===== src/rtl/fwd_scoreboard_if.sv =====
// Decode-side bundle for the operand hazard scoreboard.
// Decode drives the instruction fields; the scoreboard returns selects and stall.
interface fwd_scoreboard_if #(
    parameter int NSTAGE = 2
);
    localparam int SELW = $clog2(NSTAGE + 1);

    logic            d_valid;
    logic [4:0]      d_rs1_addr;
    logic [4:0]      d_rs2_addr;
    logic            d_use_rs1;
    logic            d_use_rs2;
    logic [4:0]      d_rd_addr;
    logic            d_reg_we;
    logic            d_load;
    logic            d_flush;
    logic            hold;
    logic [SELW-1:0] rs1_sel;
    logic [SELW-1:0] rs2_sel;
    logic            lduse;
    logic            issue;
    logic [31:0]     stall_count;

    modport master (
        output d_valid, d_rs1_addr, d_rs2_addr,
        output d_use_rs1, d_use_rs2, d_rd_addr,
        output d_reg_we, d_load, d_flush, hold,
        input  rs1_sel, rs2_sel, lduse, issue,
        input  stall_count
    );

    modport slave (
        input  d_valid, d_rs1_addr, d_rs2_addr,
        input  d_use_rs1, d_use_rs2, d_rd_addr,
        input  d_reg_we, d_load, d_flush, hold,
        output rs1_sel, rs2_sel, lduse, issue,
        output stall_count
    );
endinterface


===== src/rtl/fwd_scoreboard.sv =====
// Shift-register scoreboard of in-flight writes for the decode stage.
// Picks bypass sources per operand and requests load-use stalls.
module fwd_scoreboard #(
    parameter int NSTAGE   = 2,
    parameter int LOAD_LAT = 1,
    parameter int SELW     = $clog2(NSTAGE + 1)
) (
    input  logic            clk,
    input  logic            rst_n,
    fwd_scoreboard_if.slave sb
);
    localparam int CNTW = (LOAD_LAT > 0) ? $clog2(LOAD_LAT + 1) : 1;

    logic [NSTAGE-1:0] vld_q, vld_d;
    logic [4:0]        rd_q  [NSTAGE];
    logic [4:0]        rd_d  [NSTAGE];
    logic [CNTW-1:0]   cnt_q [NSTAGE];
    logic [CNTW-1:0]   cnt_d [NSTAGE];
    logic [31:0]       stall_q, stall_d;

    logic [SELW-1:0]   sel1, sel2;
    logic              haz1, haz2;
    logic              live, lduse, issue;

    // Scan oldest to youngest so the youngest match overrides.
    always_comb begin
        sel1 = '0;
        haz1 = 1'b0;
        sel2 = '0;
        haz2 = 1'b0;
        for (int i = NSTAGE - 1; i >= 0; i--) begin
            if (vld_q[i] && rd_q[i] == sb.d_rs1_addr && sb.d_use_rs1) begin
                haz1 = (cnt_q[i] != '0);
                sel1 = haz1 ? '0 : SELW'(i + 1);
            end
            if (vld_q[i] && rd_q[i] == sb.d_rs2_addr && sb.d_use_rs2) begin
                haz2 = (cnt_q[i] != '0);
                sel2 = haz2 ? '0 : SELW'(i + 1);
            end
        end
    end

    assign live  = sb.d_valid & ~sb.d_flush;
    assign lduse = live & (haz1 | haz2);
    assign issue = live & ~sb.hold & ~lduse;

    always_comb begin
        vld_d[0] = issue & sb.d_reg_we & (sb.d_rd_addr != 5'd0);
        rd_d[0]  = sb.d_rd_addr;
        cnt_d[0] = sb.d_load ? CNTW'(LOAD_LAT) : '0;
        for (int i = 1; i < NSTAGE; i++) begin
            vld_d[i] = vld_q[i-1];
            rd_d[i]  = rd_q[i-1];
            cnt_d[i] = (cnt_q[i-1] != '0) ? cnt_q[i-1] - 1'b1 : '0;
        end
    end

    always_comb begin
        stall_d = stall_q;
        if (lduse && !sb.hold && stall_q != 32'hFFFF_FFFF) begin
            stall_d = stall_q + 32'd1;
        end
    end

    always_ff @(posedge clk) begin
        if (!rst_n) begin
            vld_q   <= '0;
            stall_q <= '0;
            for (int i = 0; i < NSTAGE; i++) begin
                rd_q[i]  <= '0;
                cnt_q[i] <= '0;
            end
        end else begin
            stall_q <= stall_d;
            if (!sb.hold) begin
                vld_q <= vld_d;
                for (int i = 0; i < NSTAGE; i++) begin
                    rd_q[i]  <= rd_d[i];
                    cnt_q[i] <= cnt_d[i];
                end
            end
        end
    end

    assign sb.rs1_sel     = sel1;
    assign sb.rs2_sel     = sel2;
    assign sb.lduse       = lduse;
    assign sb.issue       = issue;
    assign sb.stall_count = stall_q;
endmodule


===== src/flat_wrapper.sv =====
// flat-port wrapper written by rule: the top's interface ports become plain ports
module fwd_scoreboard_flat 
#(
    parameter int NSTAGE   = 2,
    parameter int LOAD_LAT = 1,
    parameter int SELW     = $clog2(NSTAGE + 1)
)
  (clk, rst_n, sb_d_valid, sb_d_rs1_addr, sb_d_rs2_addr, sb_d_use_rs1, sb_d_use_rs2, sb_d_rd_addr, sb_d_reg_we, sb_d_load, sb_d_flush, sb_hold, sb_rs1_sel, sb_rs2_sel, sb_lduse, sb_issue, sb_stall_count);
  fwd_scoreboard_if #(.NSTAGE(NSTAGE)) sb_i ();
  input  logic clk;
  input  logic rst_n;
  input wire logic [$bits(sb_i.d_valid)-1:0] sb_d_valid;
  input wire logic [$bits(sb_i.d_rs1_addr)-1:0] sb_d_rs1_addr;
  input wire logic [$bits(sb_i.d_rs2_addr)-1:0] sb_d_rs2_addr;
  input wire logic [$bits(sb_i.d_use_rs1)-1:0] sb_d_use_rs1;
  input wire logic [$bits(sb_i.d_use_rs2)-1:0] sb_d_use_rs2;
  input wire logic [$bits(sb_i.d_rd_addr)-1:0] sb_d_rd_addr;
  input wire logic [$bits(sb_i.d_reg_we)-1:0] sb_d_reg_we;
  input wire logic [$bits(sb_i.d_load)-1:0] sb_d_load;
  input wire logic [$bits(sb_i.d_flush)-1:0] sb_d_flush;
  input wire logic [$bits(sb_i.hold)-1:0] sb_hold;
  output wire logic [$bits(sb_i.rs1_sel)-1:0] sb_rs1_sel;
  output wire logic [$bits(sb_i.rs2_sel)-1:0] sb_rs2_sel;
  output wire logic [$bits(sb_i.lduse)-1:0] sb_lduse;
  output wire logic [$bits(sb_i.issue)-1:0] sb_issue;
  output wire logic [$bits(sb_i.stall_count)-1:0] sb_stall_count;
  assign sb_i.d_valid = sb_d_valid;
  assign sb_i.d_rs1_addr = sb_d_rs1_addr;
  assign sb_i.d_rs2_addr = sb_d_rs2_addr;
  assign sb_i.d_use_rs1 = sb_d_use_rs1;
  assign sb_i.d_use_rs2 = sb_d_use_rs2;
  assign sb_i.d_rd_addr = sb_d_rd_addr;
  assign sb_i.d_reg_we = sb_d_reg_we;
  assign sb_i.d_load = sb_d_load;
  assign sb_i.d_flush = sb_d_flush;
  assign sb_i.hold = sb_hold;
  assign sb_rs1_sel = sb_i.rs1_sel;
  assign sb_rs2_sel = sb_i.rs2_sel;
  assign sb_lduse = sb_i.lduse;
  assign sb_issue = sb_i.issue;
  assign sb_stall_count = sb_i.stall_count;
  fwd_scoreboard #(.NSTAGE(NSTAGE), .LOAD_LAT(LOAD_LAT), .SELW(SELW)) u_core (.clk(clk), .rst_n(rst_n), .sb(sb_i));
endmodule

===== config.mk =====
export PLATFORM = sky130hd
export DESIGN_NAME = fwd_scoreboard_flat
export DESIGN_NICKNAME = d
export VERILOG_FILES = /design/src/rtl/fwd_scoreboard_if.sv /design/src/rtl/fwd_scoreboard.sv /design/src/flat_wrapper.sv
export SDC_FILE = /design/constraint.sdc
export NUM_CORES = 1
export LEC_CHECK = 0
export ABC_CLOCK_PERIOD_IN_PS = 2300
export CORE_ASPECT_RATIO = 0.7
export CORE_MARGIN = 10
export CORE_UTILIZATION = 44
export DETAILED_ROUTE_END_ITERATION = 8
export PLACE_DENSITY = 0.74
export SLEW_MARGIN = 15
export SYNTH_ARGS = -nofsm -noshare
export SYNTH_HDL_FRONTEND = slang
export SYNTH_SLANG_ARGS = --single-unit

===== constraint.sdc =====
create_clock -name clk -period 2.3 [get_ports clk]
set_clock_uncertainty 0.15 [all_clocks]
set_input_delay 0.46 -clock clk [delete_from_list [all_inputs] [get_ports clk]]
set_output_delay 0.46 -clock clk [all_outputs]
set_load 0.005 [all_outputs]

==> run summary, run 1 <==
CTS
---------------------------------------------------------------------------------
TritonCTS clock tree ...............................................         done
Register clock-pin slew on the reported worst setup and hold paths .        80 ps
Clock latency of the later-clocked register in the worst-skew pair .       310 ps
TritonCTS Buffers ..................................................            5
Max clock buf depth ................................................            2
Root cell of the clock tree ........................................ sky130_fd_sc_hd__clkbuf_8
Clock sinks ........................................................           45
CTS H-tree depth ...................................................            2
Quantity of hold-fixing buffers added after cts ....................            0

FINISH
---------------------------------------------------------------------------------
Non-Filler Cell Area, Final ........................................   4120 sq um
Net total in the final layout ......................................          416
Leading cell types in the layout, fill and taps excluded ........... sky130_fd_sc_hd__buf_4 (49), sky130_fd_sc_hd__clkdlybuf4s50_1 (44), sky130_fd_sc_hd__dfxtp_1 (34)
Register cell area after layout ....................................   1010 sq um
Layout Area Growth over Synthesis ..................................        68.7%
Fraction of layout instances using a drive strength above 1 ........        0.349
Area of combinational cells with multiple inputs ...................   1770 sq um
Number of diodes added for antenna fixing ..........................            0
Layout filler cell count ...........................................          333
Most common library cell in the layout ignoring fill and taps ...... sky130_fd_sc_hd__buf_4
Post-route insts no fill ...........................................          464

GRT
---------------------------------------------------------------------------------
Largest net degree at the start of global routing ..................           20
Global-route wire length before repair .............................     12700 um
Number of global-route vias before repair ..........................         2440
Overall global routing resource usage ..............................        0.179
Antenna violations before repair ...................................            0
Gr ovfl total ......................................................            0

SETUP PATH
---------------------------------------------------------------------------------
Critical Path Start ................................................ u_core.rd_q[0][3]$_SDFFCE_PN0P_
Critical path arrival ..............................................      2040 ps
Worst-path cell chain .............................................. buf_4, xor2_2, nor4_4, and2_4, o21ai_2, nor4bb_4, buf_2
Startpoint-to-endpoint class of the critical path ..................   reg -> out
Sort of element at the end of the critical path ....................   output pin
Crit path buf inv count ............................................            2
Crit-path leading delay family ..................................... simple AND/OR/NAND/NOR gates
Slowest CP cell .................................................... sky130_fd_sc_hd__edfxtp_1
Launch instance of the worst register-to-register path ............. u_core.rd_q[0][1]$_SDFFCE_PN0P_
Type of origin of the critical path ................................         flop
Worst path max stage delay .........................................       470 ps
Critical Path Fanout Max ...........................................            3
Required time reported for the critical path endpoint ..............      1690 ps

MIN PATH
---------------------------------------------------------------------------------
Hold Crit Class ....................................................   reg -> reg
Beginning of the worst hold path ................................... u_core.sb.stall_count[17]$_SDFFE_PN0P_

PWR
---------------------------------------------------------------------------------
Power Dens Cells ...................................................  404 nW/um^2
Leakage power summed over all cells ................................      1.59 nW
Post-layout total power ............................................      1.66 mW
Peak supply drop ...................................................       225 uV

PLACED DESIGN
---------------------------------------------------------------------------------
Placed Area ........................................................   3420 sq um
Number of placed instances, taps included ..........................          433
Post-DP HPWL .......................................................      5320 um
I/O Buffers ........................................................           61
Routability cong. ..................................................        0.843

SYNTHESIS
---------------------------------------------------------------------------------
Average instance area after synthesis ..............................   9.12 sq um
Synth top area cells ............................................... sky130_fd_sc_hd__dfxtp_1 (28%), sky130_fd_sc_hd__edfxtp_1 (14%), sky130_fd_sc_hd__xnor2_1 (6.1%)
Yosys Warn Count ...................................................            0
Syn nets ...........................................................          293
Top FF cell, synth ................................................. sky130_fd_sc_hd__dfxtp_1
Area leader, netlist ............................................... sky130_fd_sc_hd__dfxtp_1
Share of async-settable or async-resettable flops after synthesis ..            0
Gate count of the mapped netlist ...................................          268
Count of distinct cell types in the synthesized netlist ............           46
Share of Yosys cell area claimed by the top area cell type .........        0.278
Count of flip-flops with a built-in enable after synthesis .........           11
Yosys reg bits .....................................................           45
Cell area after synthesis ..........................................   2440 sq um
Part of the Yosys area used for sequential elements ................        0.414

ROUTE
---------------------------------------------------------------------------------
Drc violations .....................................................            0
Detailed-routing iteration count for the pre-antenna-repair pass ...            5
Final routed wire length divided by cell count .....................      19.7 um
DRT iter0 DRCs .....................................................          215
Antenna viol nets, final ...........................................            0
Vias per cell ......................................................         5.66
Via count ..........................................................         2628
Final wirelength ...................................................      9150 um

STA
---------------------------------------------------------------------------------
RSZ-0062 raised after global routing ...............................         true
Max frequency ......................................................    0.378 GHz
Post-Route Hold Slack ..............................................       353 ps
Final Setup Violations .............................................           24
Tightest Pin Transition ............................................       461 ps
Fin. max-slew vios .................................................            0
Final total negative setup slack ...................................     -2640 ps
Share of the clock period used by the worst path ...................         1.15
Hold violation total from the final report .........................            0
Minimum clock period ...............................................      2650 ps
Max-slew headroom at the worst pin .................................        0.692
Final setup margin .................................................      -345 ps

FLOORPLANNING
---------------------------------------------------------------------------------
Initial core utilization ...........................................        0.460
Die outline area ...................................................   8990 sq um
Std-Cell Core Area .................................................   5310 sq um
FP Rows ............................................................           22
Number of I/O pins .................................................           62
Die X-Extent .......................................................       109 um
Die Y-Extent .......................................................      82.4 um

STATUS
---------------------------------------------------------------------------------
Outcome ............................................................ finished, violations left
Failing checks ..................................................... setup timing

RUN
---------------------------------------------------------------------------------
Number of violations of the max-capacitance limit ..................            0

==> metrics by stage <==
step	util	setup WS, ps
2_1_floorplan	-	134
3_3_place_gp	0.643	-887
3_5_place_dp	0.643	-1030
4_1_cts	0.728	-279
5_1_grt	0.776	-420
6_report	0.776	-345
==> registers in the layout, summed over array words and instances, names as in the netlist <==
name,count
u_core.cnt_q,1
u_core.sb.stall_count,32
u_core.rd_q,10
u_core.vld_q,2
==> logic make-up after synthesis <==
logic type	share of synthesized area
mux	0.0368
buf+inv	0.0317
flops	0.414
fa+ha+maj	0.00512
xor+xnor	0.111
simple gates	0.315
compound gates	0.0865
==> tightest hold or removal path, cell delays in order, from the launching register on <==
cell	delay, ps
sky130_fd_sc_hd__dfxtp_1	330
sky130_fd_sc_hd__o31ai_1	70
sky130_fd_sc_hd__a21oi_1	60
==> what timing repair did <==
action,4_1_cts,5_1_grt
pin swaps,34,25
gates resized for setup,73,47
gates cloned,4,0
setup buffers,14,9
setup endpoints to repair,27,39
endpoints found under the hold margin,0,0
==> synthesized netlist by cell type (all sizes together) (5+ instances only) <==
| library cell | instances |
|---|---|
| nor3b | 5 |
| nand2b | 5 |
| xnor2 | 17 |
| mux2i | 9 |
| edfxtp | 11 |
| nor3 | 9 |
| nand2 | 30 |
| xor2 | 14 |
| a21oi | 9 |
| buf | 5 |
| nand4 | 10 |
| o31ai | 6 |
| nor2 | 19 |
| dfxtp | 34 |
| clkbuf | 7 |
| nand3 | 12 |
| nor4 | 7 |
| and4 | 5 |
| or4 | 9 |
| and2 | 13 |
==> path summary, 6_finish.rpt <==
path / end / slack (ps) / cells past startpoint
hold reg to reg: u_core.sb.stall_count[17]$_SDFFE_PN0P_ / 350 / 2
setup / recovery: sb_issue / -350 / 7
setup reg to reg: u_core.sb.stall_count[2]$_SDFFE_PN0P_ / -150 / 10
hold / removal: u_core.sb.stall_count[17]$_SDFFE_PN0P_ / 350 / 2
==> report_power, final <==
part	switching, mW	internal (mW)
Clock	0.277	0.338
Sequential	0.0195	0.826
Combinational	0.0954	0.109
Total	0.392	1.27
==> cell type report <==
| cell class | instances | area share |
|---|---|---|
| multi-input combinational | 209 | 0.430 |
| timing repair buffer | 125 | 0.271 |
| sequential | 45 | 0.245 |
| tap | 72 | 0.0218 |
| clock buffer | 6 | 0.0185 |
| clock inverter | 2 | 0.00941 |
| inverter | 5 | 0.00455 |
==> routing by layer <==
layer,global-route usage,vias to the layer above,part of all wire
met4,0.0420,0,0.015
met1,0.230,1282,0.41
met5,0,-,0
met3,0.0603,16,0.097
li1,-,1215,-
met2,0.284,115,0.48
Power figures use the tool's default switching activity.
==> inputs of run 2 (changes only) <==
--- a/config.mk
+++ b/config.mk
@@ -6,6 +6,7 @@
 export NUM_CORES = 1
 export LEC_CHECK = 0
 export ABC_CLOCK_PERIOD_IN_PS = 2300
+export CAP_MARGIN = 5
 export CORE_ASPECT_RATIO = 0.7
 export CORE_MARGIN = 10
 export CORE_UTILIZATION = 44
==> results of run 2 <==
Final layout, timing and power as in run 1 (identical DEF).
==> inputs of run 3 (changes only) <==
==> constraint.sdc (replaced) <==
create_clock -name clk -period 2.3 [get_ports clk]
set_clock_uncertainty 0.15 [all_clocks]
set_input_delay 0.46 -clock clk [delete_from_list [all_inputs] [get_ports clk]]
set_output_delay 0.46 -clock clk [all_outputs]
set_load 0.01 [all_outputs]
==> run summary, run 3 (synthesized netlist as in run 1, its figures left out) <==
STATUS
---------------------------------------------------------------------------------
Outcome ............................................................ finished, violations left
Failing checks ..................................................... setup timing

CTS
---------------------------------------------------------------------------------
Root cell of the clock tree ........................................ sky130_fd_sc_hd__clkbuf_8
CTS H-tree depth ...................................................            2
Register clock-pin slew on the reported worst setup and hold paths .        90 ps
Max clock buf depth ................................................            2
Quantity of hold-fixing buffers added after cts ....................            0
Clock latency of the later-clocked register in the worst-skew pair .       310 ps
TritonCTS Buffers ..................................................            5
Clock sinks ........................................................           45
TritonCTS clock tree ...............................................         done

STA
---------------------------------------------------------------------------------
RSZ-0062 raised after global routing ...............................         true
Share of the clock period used by the worst path ...................         1.14
Tightest Pin Transition ............................................       478 ps
Hold violation total from the final report .........................            0
Max-slew headroom at the worst pin .................................        0.681
Minimum clock period ...............................................      2620 ps
Final setup margin .................................................      -323 ps
Max frequency ......................................................    0.381 GHz
Final Setup Violations .............................................           32
Final total negative setup slack ...................................     -3620 ps
Fin. max-slew vios .................................................            0

MIN PATH
---------------------------------------------------------------------------------
Beginning of the worst hold path ................................... u_core.sb.stall_count[31]$_SDFFE_PN0P_
Hold path cells ....................................................            2
Hold Crit Class ....................................................   reg -> reg
Worst min-delay path endpoint ...................................... u_core.sb.stall_count[31]$_SDFFE_PN0P_

SETUP PATH
---------------------------------------------------------------------------------
Critical Path Fanout Max ...........................................            3
Slack of the worst reg-to-reg path .................................      -190 ps
FF-to-FF End ....................................................... u_core.sb.stall_count[23]$_SDFFE_PN0P_
Worst reg-to-reg path cell count ...................................            9
Type of origin of the critical path ................................         flop
Sort of element at the end of the critical path ....................   output pin
Launch instance of the worst register-to-register path ............. u_core.rd_q[0][3]$_SDFFCE_PN0P_
Required time reported for the critical path endpoint ..............      1690 ps
Critical path arrival ..............................................      2010 ps
Startpoint-to-endpoint class of the critical path ..................   reg -> out

FINISH
---------------------------------------------------------------------------------
Post-route insts no fill ...........................................          466
Non-Filler Cell Area, Final ........................................   4060 sq um
Fraction of layout instances using a drive strength above 1 ........        0.325
Number of flip-flops under the largest register name ...............           32
Layout filler cell count ...........................................          345
Number of diodes added for antenna fixing ..........................            0
Layout Area Growth over Synthesis ..................................        65.9%
Leading cell types in the layout, fill and taps excluded ........... sky130_fd_sc_hd__buf_4 (56), sky130_fd_sc_hd__clkdlybuf4s50_1 (44), sky130_fd_sc_hd__dfxtp_1 (34)
Most common library cell in the layout ignoring fill and taps ...... sky130_fd_sc_hd__buf_4
Net total in the final layout ......................................          418

GRT
---------------------------------------------------------------------------------
Grt met3 use .......................................................       0.0510
Met1 demand-to-capacity share in global routing ....................        0.223
Overall global routing resource usage ..............................        0.174
Global-route wire length before repair .............................     12500 um
GRT met2 Usage .....................................................        0.274
Antenna violations before repair ...................................            0
Largest net degree at the start of global routing ..................           26
Gr ovfl total ......................................................            0
Number of global-route vias before repair ..........................         2500
GRT Max-Usage Layer ................................................         met2

FLOORPLANNING
---------------------------------------------------------------------------------
Number of I/O pins .................................................           62
Die X-Extent .......................................................       109 um
Die Y-Extent .......................................................      82.4 um
Initial core utilization ...........................................        0.460
Die outline area ...................................................   8990 sq um
FP Rows ............................................................           22
Std-Cell Core Area .................................................   5310 sq um

PWR
---------------------------------------------------------------------------------
Peak supply drop ...................................................       388 uV
Proportion of power drawn by combinational gates ...................        0.129
Fraction of power spent switching nets .............................        0.266
Internal power .....................................................      1.15 mW
Leakage power summed over all cells ................................      1.63 nW
Seq pwr share ......................................................        0.542
Power Dens Cells ...................................................  385 nW/um^2
P_sw ...............................................................       415 uW
Part of the power in the clock network .............................        0.330

PLACED DESIGN
---------------------------------------------------------------------------------
I/O Buffers ........................................................           61
Worst slack, placed ................................................     -1030 ps
Routability cong. ..................................................        0.837
Placed Area ........................................................   3420 sq um
Number of placed instances, taps included ..........................          432
Post-DP HPWL .......................................................      5320 um

ROUTE
---------------------------------------------------------------------------------
Vias per cell ......................................................         5.72
DRT iter0 DRCs .....................................................          165
Final wirelength ...................................................      8960 um
Final routed wire length divided by cell count .....................      19.2 um
Detailed-routing iteration count for the pre-antenna-repair pass ...            5
Via count ..........................................................         2664
Antenna viol nets, final ...........................................            0
Drc violations .....................................................            0

RUN
---------------------------------------------------------------------------------
Number of violations of the max-capacitance limit ..................            0

[run 3: through the flow]
stage / hold WS [ps] / utilization / power [mW]
finish: 357 / 0.763 / 1.56
global route: 387 / 0.763 / 1.61
CTS: 342 / 0.713 / 1.52
detailed placement: 328 / 0.644 / 1.03
global placement: 324 / 0.644 / 1.03
floorplan: 336 / - / 0.925
[run 3: layer usage]
metal / share of wire / vias to the layer above / wire, um
li1: - / 1221 / -
met1: 0.43 / 1306 / 3830
met2: 0.47 / 124 / 4240
met3: 0.084 / 13 / 751
met4: 0.016 / 0 / 141
met5: 0 / - / 0
[run 3: what timing repair did]
item,4_1_cts,5_1_grt
cloned,3,0
pin swaps,30,13
setup endpoints to repair,27,37
setup buffers,12,14
resized for setup,67,34
[run 3: cell type report]
type	instances	area [sq um]	share of cell area
clock buffers	5	68.8	0.0170
clock inverters	3	21.3	0.00525
inverters	5	18.8	0.00463
multi-input cells	209	1720	0.423
flip-flops and latches	45	1010	0.249
well taps	72	90.1	0.0222
repair buffers	127	1130	0.279
[run 3: worst max path at each step]
stage                     slack [ps]       endpoint                            start  cells past startpoint
after global placement          -930       sb_issue                 sb_d_rs2_addr[2]                      7
after global routing            -420  sb_rs1_sel[0]  u_core.rd_q[0][1]$_SDFFCE_PN0P_                      6
after floorplan                   30       sb_lduse                 sb_d_rs1_addr[1]                      5
after CTS                       -270       sb_lduse  u_core.rd_q[0][1]$_SDFFCE_PN0P_                      6
after detailed placement       -1030       sb_issue                 sb_d_rs2_addr[3]                      7
final                           -320       sb_lduse  u_core.rd_q[0][3]$_SDFFCE_PN0P_                      6
[run 3: power by group through the flow]
stage          clock [mW]  sequential [mW]  combinational [mW]
6_report            0.515            0.847               0.201
4_1_cts             0.501            0.845               0.174
5_1_grt             0.552            0.848               0.213
3_5_place_dp            0            0.862               0.167
3_3_place_gp            0            0.861               0.164
2_1_floorplan           0            0.855              0.0698
[run 3: worst max-delay path, cell delays in order, from the launching register on]
cell	delay, ps
sky130_fd_sc_hd__edfxtp_1	470
sky130_fd_sc_hd__xor2_1	200
sky130_fd_sc_hd__nor4_2	330
sky130_fd_sc_hd__nor3b_4	290
sky130_fd_sc_hd__o21ai_4	70
sky130_fd_sc_hd__nor3b_1	190
sky130_fd_sc_hd__buf_2	160
